==> src/rtl/uart_tx_serializer.sv <==
// ============================================================================
// Module  : uart_tx_serializer
// Brief   : Byte-wide UART transmitter, valid/ready in, LSB-first serial frames out.
// Revision: 1.0 - initial release
// ============================================================================
`default_nettype none

module uart_tx_serializer #(
  parameter int CLK_HZ    = 48000000,
  parameter int BAUD      = 115200,
  parameter int PARITY    = 0,
  parameter int STOP_BITS = 1
) (
  input  logic       clk48,
  input  logic       rst_n,
  input  logic [7:0] tx_data,
  input  logic       tx_valid,
  output logic       tx_ready,
  output logic       busy,
  output logic       uart_tx
);

  localparam int CLKS_PER_BIT = (CLK_HZ + BAUD / 2) / BAUD;
  localparam int BAUD_W       = (CLKS_PER_BIT > 2) ? $clog2(CLKS_PER_BIT) : 1;

  localparam logic [BAUD_W-1:0] C_BAUD_LAST = BAUD_W'(CLKS_PER_BIT - 1);
  localparam logic [3:0]        C_DATA_LAST = 4'd7;
  localparam logic [3:0]        C_STOP_LAST = 4'(STOP_BITS - 1);
  localparam logic              C_PAR_EN    = (PARITY != 0);
  localparam logic              C_PAR_INV   = (PARITY == 1);

  generate
    if (CLKS_PER_BIT < 2) begin : g_bad_baud
      $error("uart_tx_serializer: CLKS_PER_BIT must be at least 2");
    end
    if (PARITY < 0 || PARITY > 2) begin : g_bad_parity
      $error("uart_tx_serializer: PARITY must be 0, 1 or 2");
    end
    if (STOP_BITS != 1 && STOP_BITS != 2) begin : g_bad_stop
      $error("uart_tx_serializer: STOP_BITS must be 1 or 2");
    end
  endgenerate

  typedef enum logic [2:0] {
    S_IDLE   = 3'd0,
    S_START  = 3'd1,
    S_DATA   = 3'd2,
    S_PARITY = 3'd3,
    S_STOP   = 3'd4
  } state_t;

  state_t              r_state;
  logic [BAUD_W-1:0]   r_baud_cnt;
  logic [3:0]          r_bit_cnt;
  logic [7:0]          r_shift;
  logic                r_parity;
  logic                r_ready;
  logic                r_line;

  wire w_accept   = tx_valid && r_ready;
  wire w_bit_done = (r_baud_cnt == C_BAUD_LAST);

  // Every transition sets the line level for the bit that starts on the
  // following cycle, so uart_tx always comes straight from a flop.
  always_ff @(posedge clk48 or negedge rst_n) begin
    if (!rst_n) begin
      r_state    <= S_IDLE;
      r_baud_cnt <= '0;
      r_bit_cnt  <= '0;
      r_shift    <= '0;
      r_parity   <= 1'b0;
      r_ready    <= 1'b1;
      r_line     <= 1'b1;
    end else begin
      case (r_state)
        S_IDLE: begin
          r_baud_cnt <= '0;
          r_bit_cnt  <= '0;
          r_line     <= 1'b1;
          if (w_accept) begin
            r_shift  <= tx_data;
            r_parity <= (^tx_data) ^ C_PAR_INV;
            r_ready  <= 1'b0;
            r_line   <= 1'b0;
            r_state  <= S_START;
          end
        end

        S_START: begin
          if (w_bit_done) begin
            r_baud_cnt <= '0;
            r_bit_cnt  <= '0;
            r_line     <= r_shift[0];
            r_state    <= S_DATA;
          end else begin
            r_baud_cnt <= r_baud_cnt + 1'b1;
          end
        end

        S_DATA: begin
          if (w_bit_done) begin
            r_baud_cnt <= '0;
            if (r_bit_cnt == C_DATA_LAST) begin
              r_bit_cnt <= '0;
              if (C_PAR_EN) begin
                r_line  <= r_parity;
                r_state <= S_PARITY;
              end else begin
                r_line  <= 1'b1;
                r_state <= S_STOP;
              end
            end else begin
              r_bit_cnt <= r_bit_cnt + 1'b1;
              r_shift   <= {1'b0, r_shift[7:1]};
              r_line    <= r_shift[1];
            end
          end else begin
            r_baud_cnt <= r_baud_cnt + 1'b1;
          end
        end

        S_PARITY: begin
          if (w_bit_done) begin
            r_baud_cnt <= '0;
            r_bit_cnt  <= '0;
            r_line     <= 1'b1;
            r_state    <= S_STOP;
          end else begin
            r_baud_cnt <= r_baud_cnt + 1'b1;
          end
        end

        S_STOP: begin
          r_line <= 1'b1;
          if (w_bit_done) begin
            r_baud_cnt <= '0;
            if (r_bit_cnt == C_STOP_LAST) begin
              r_bit_cnt <= '0;
              r_ready   <= 1'b1;
              r_state   <= S_IDLE;
            end else begin
              r_bit_cnt <= r_bit_cnt + 1'b1;
            end
          end else begin
            r_baud_cnt <= r_baud_cnt + 1'b1;
          end
        end

        default: begin
          r_state    <= S_IDLE;
          r_baud_cnt <= '0;
          r_bit_cnt  <= '0;
          r_ready    <= 1'b1;
          r_line     <= 1'b1;
        end
      endcase
    end
  end

  assign tx_ready = r_ready;
  assign busy     = ~r_ready;
  assign uart_tx  = r_line;

endmodule

`default_nettype wire
==> config.mk <==
export PLATFORM = sky130hd
export DESIGN_NAME = uart_tx_serializer
export DESIGN_NICKNAME = d
export VERILOG_FILES = /design/src/rtl/uart_tx_serializer.sv
export SDC_FILE = /design/constraint.sdc
export NUM_CORES = 1
export LEC_CHECK = 0
export ABC_AREA = 1
export CAP_MARGIN = 20
export CELL_PAD_IN_SITES_DETAIL_PLACEMENT = 2
export CELL_PAD_IN_SITES_GLOBAL_PLACEMENT = 2
export CORE_ASPECT_RATIO = 0.8
export CORE_UTILIZATION = 33
export CTS_CLUSTER_SIZE = 25
export DETAILED_ROUTE_END_ITERATION = 16
export PLACE_DENSITY_LB_ADDON = 0.1
export SLEW_MARGIN = 10
export SYNTH_ARGS = -nofsm -noshare
export SYNTH_HDL_FRONTEND = slang
export SYNTH_SLANG_ARGS = --single-unit
==> constraint.sdc <==
create_clock -name clk48 -period 1.92 [get_ports clk48]
set_input_delay 0.288 -clock clk48 [delete_from_list [all_inputs] [get_ports clk48]]
set_output_delay 0.288 -clock clk48 [all_outputs]
set_load 0.005 [all_outputs]
==> summary.txt <==
Setup path
  – Crit path top cell by count: nand2_1
  – Crit. End Element: flop
  – CP top delay family: simple AND/OR/NAND/NOR gates
  – Worst r2r src: r_baud_cnt[0]
  – Critical path required time: 2.12 ns
  – R2R Path End: r_shift[2]
  – Crit-path cells: inv_1, ha_1, nand2_1, inv_1, nand2_1, nor2_2, nor2_2, nor2_4, nand2_1, o21ai_1
  – Crit path max fanout: 13
  – Crit path largest cell delay: 0.43 ns
  – R2R setup slack: 0.19 ns
  – Critical path buffers and inverters: 2
  – Slowest cell on crit path: dfrtp_1
  – CP startpoint kind: flop
  – Arr. time, crit path: 1.93 ns
  – Worst reg2reg path depth: 10
  – WS Path Type: flop to flop

Floorplanning
  – Rows: 21
  – Die area: 0.00501 sq mm
  – Die height: 63.5 um
  – I/O pins: 14
  – Placeable Area: 0.00436 sq mm
  – Die width: 78.9 um
  – Initial core utilization: 35.8%

CTS
  – H-tree Lvls: 1
  – CTS clk-pin slew, worst paths: 0.10 ns
  – Hold Buf Count CTS: 0
  – CTS root buf: clkbuf_8
  – CTS tree: yes
  – Cts repair resizes: 0
  – # Post-CTS Setup Buffers: 0
  – TritonCTS buffer count: 3
  – Clk_lat worst skew: 0.27 ns
  – CTS sink count: 26
  – Max clock buf depth: 2

Cells and area
  – P&R area growth vs syn: 15.1%
  – Antenna diodes: 0
  – Nets: 236
  – Share of post-route cells with drive strength above 1: 15.5%
  – Area of the multi-input gates: 779 sq um
  – Final Non-Filler Cells: 277
  – Reg area: 653 sq um
  – Number of fillers in the final layout: 517

Yosys
  – Synth Cell Area: 0.00156 sq mm
  – Synth Warn #: 0
  – Post-synthesis register bit count: 26
  – Avg Synthesized Cell Area: 7.62 sq um
  – Syn_nets: 220
  – Mapped Cells: 205
  – Sequential fraction of the synthesis area: 41.8%
  – Yosys cell types: 28

Timing
  – Final period utilization: 90.0%
  – Setup TNS: 0 ns
  – Unrepaired setup endpoints after global routing: no
  – Tmin final: 1.73 ns
  – Pin slew with the least headroom to its limit: 0.332 ns
  – Final setup margin: 0.193 ns
  – Clk_skew: 0.00595 ns
  – Hold_ws: 0.372 ns
  – Max Freq: 0.579 GHz
  – Relative slew slack: 77.9%
  – Hold Fails Final Rpt: 0
  – Setup violations, final: 0
  – Pins over their slew limit: 0

Placed design
  – Pre-CTS setup slack: 0.214 ns
  – Port bufs: 13
  – Dpl cells: 273
  – HPWL Detailed: 3090 um
  – Routability congestion estimate: 0.772

Drt
  – DRT Wirelength: 3940 um
  – DRT iter0 DRCs: 40
  – Remaining antenna violation count: 0
  – Via density per instance: 4.84
  – Remaining DRCs: 0
  – Routed len/inst: 14.2 um
  – Initial DRT Pass Iterations: 4
  – Via count: 1342

Global route
  – Met3 Use GR: 3.62%
  – Met1 Use GR: 22.8%
  – Most Used Layer, Global Route: met2
  – Grt met2 use: 31.1%
  – Largest net degree at the start of global routing: 27
  – Vias in the first global route: 1489
  – Grt ovf: 0
  – First-pass GRT wire length: 7010 um
  – Initial antenna violation count: 0
  – GRT Util Overall: 17.8%

Hold path
  – Hold Path Class: primary input to asynchronous set/reset pin

Status
  – Status: finished clean

Pwr
  – VDD IR max: 0.254 mV
  – Leak pwr: 0.902 nW
  – Cell Pwr Density: 528 mW/mm^2

Run
  – Max cap viols: 0
## how the worst max path moves through the flow
stage	startpoint	to	slack, ns	cells past startpoint
after global placement	r_baud_cnt[0]	r_shift[4]	0.27	10
after detailed placement	r_baud_cnt[0]	r_shift[2]	0.21	10
after CTS	r_baud_cnt[0]	r_shift[2]	0.18	10
after global routing	r_baud_cnt[0]	r_state[1]	0.04	11
after floorplan	r_baud_cnt[0]	r_shift[4]	0.53	11
final	r_baud_cnt[0]	r_shift[2]	0.19	10
## per-stage QoR
step / power, mW / cell area, sq um / util (%)
2_1_floorplan: 0.565 / 1560 / -
3_3_place_gp: 0.598 / 1740 / 40.0
3_5_place_dp: 0.600 / 1740 / 40.0
4_1_cts: 0.969 / 1800 / 41.2
5_1_grt: 0.990 / 1800 / 41.2
6_report: 0.950 / 1800 / 41.2
## area by class of cell
class                      instances  area share, %
multi-input combinational        149           43.4
sequential                        26           36.3
timing repair buffer              14           7.65
inverter                          27           5.64
tap                               57           3.97
clock buffer                       4           3.06
## sequential cells by signal, indices dropped and copies added (netlist names)
| signal | cells |
|---|---|
| tx_ready | 1 |
| r_shift | 8 |
| uart_tx | 1 |
| r_state | 3 |
| r_baud_cnt | 9 |
| r_bit_cnt | 4 |
## report_power, final
part / leakage [nW] / switching (mW) / internal [mW] / total [mW]
clock: 0.0288 / 0.179 / 0.183 / 0.363
combinational: 0.568 / 0.0176 / 0.0224 / 0.0399
sequential: 0.305 / 0 / 0.547 / 0.547
total: 0.902 / 0.197 / 0.753 / 0.950
## routing by layer
metal	routed length, um	share of wire, %
met1	1910	49
met2	1890	48
met3	91	2.3
met4	48	1.2
met5	0	0
## cells by family (layout without fill, tap and decap cells)
logic type / after synthesis / count (layout) / share of synthesized area [%]
compound gates: 28 / 28 / 10.0
xor+xnor: 1 / 1 / 0.561
fa+ha+maj: 4 / 4 / 3.21
buf+inv: 30 / 45 / 8.25
flops: 26 / 26 / 41.8
simple gates: 116 / 116 / 36.1
## cells in the mapped netlist, drive strengths merged
master / instances / share of area [%]
a21boi: 1 / 0.48
a21oi: 5 / 1.6
a31oi: 1 / 0.40
and3: 1 / 0.40
buf: 3 / 1.8
dfrtp: 24 / 38
dfstp: 2 / 3.4
ha: 4 / 3.2
inv: 27 / 6.5
nand2: 69 / 19
nand3: 12 / 3.8
nand4: 3 / 1.2
nor2: 24 / 7.7
nor3: 3 / 1.6
nor3b: 4 / 2.6
o21ai: 20 / 7.1
o22ai: 1 / 0.40
xor2: 1 / 0.56
## layout by cell type, fill, tap and decap left out, types with 2 or more instances in the layout
master	synthesis	routed
o21ai_0	11	11
nor2_4	3	3
nor3b_2	2	2
dfrtp_1	24	24
clkdlybuf4s50_1	0	13
nor3b_1	2	2
ha_1	4	4
o21ai_2	3	3
inv_1	23	23
inv_2	4	4
nor3_2	2	2
nor2_1	18	18
nand3_1	12	12
nand2_1	59	59
a21oi_1	5	5
nand2_4	2	2
nand2_2	8	8
dfstp_2	2	2
o21ai_1	6	6
nand4_1	3	3
clkbuf_8	0	4
nor2_2	3	3
(Power assumes the default switching activity.)
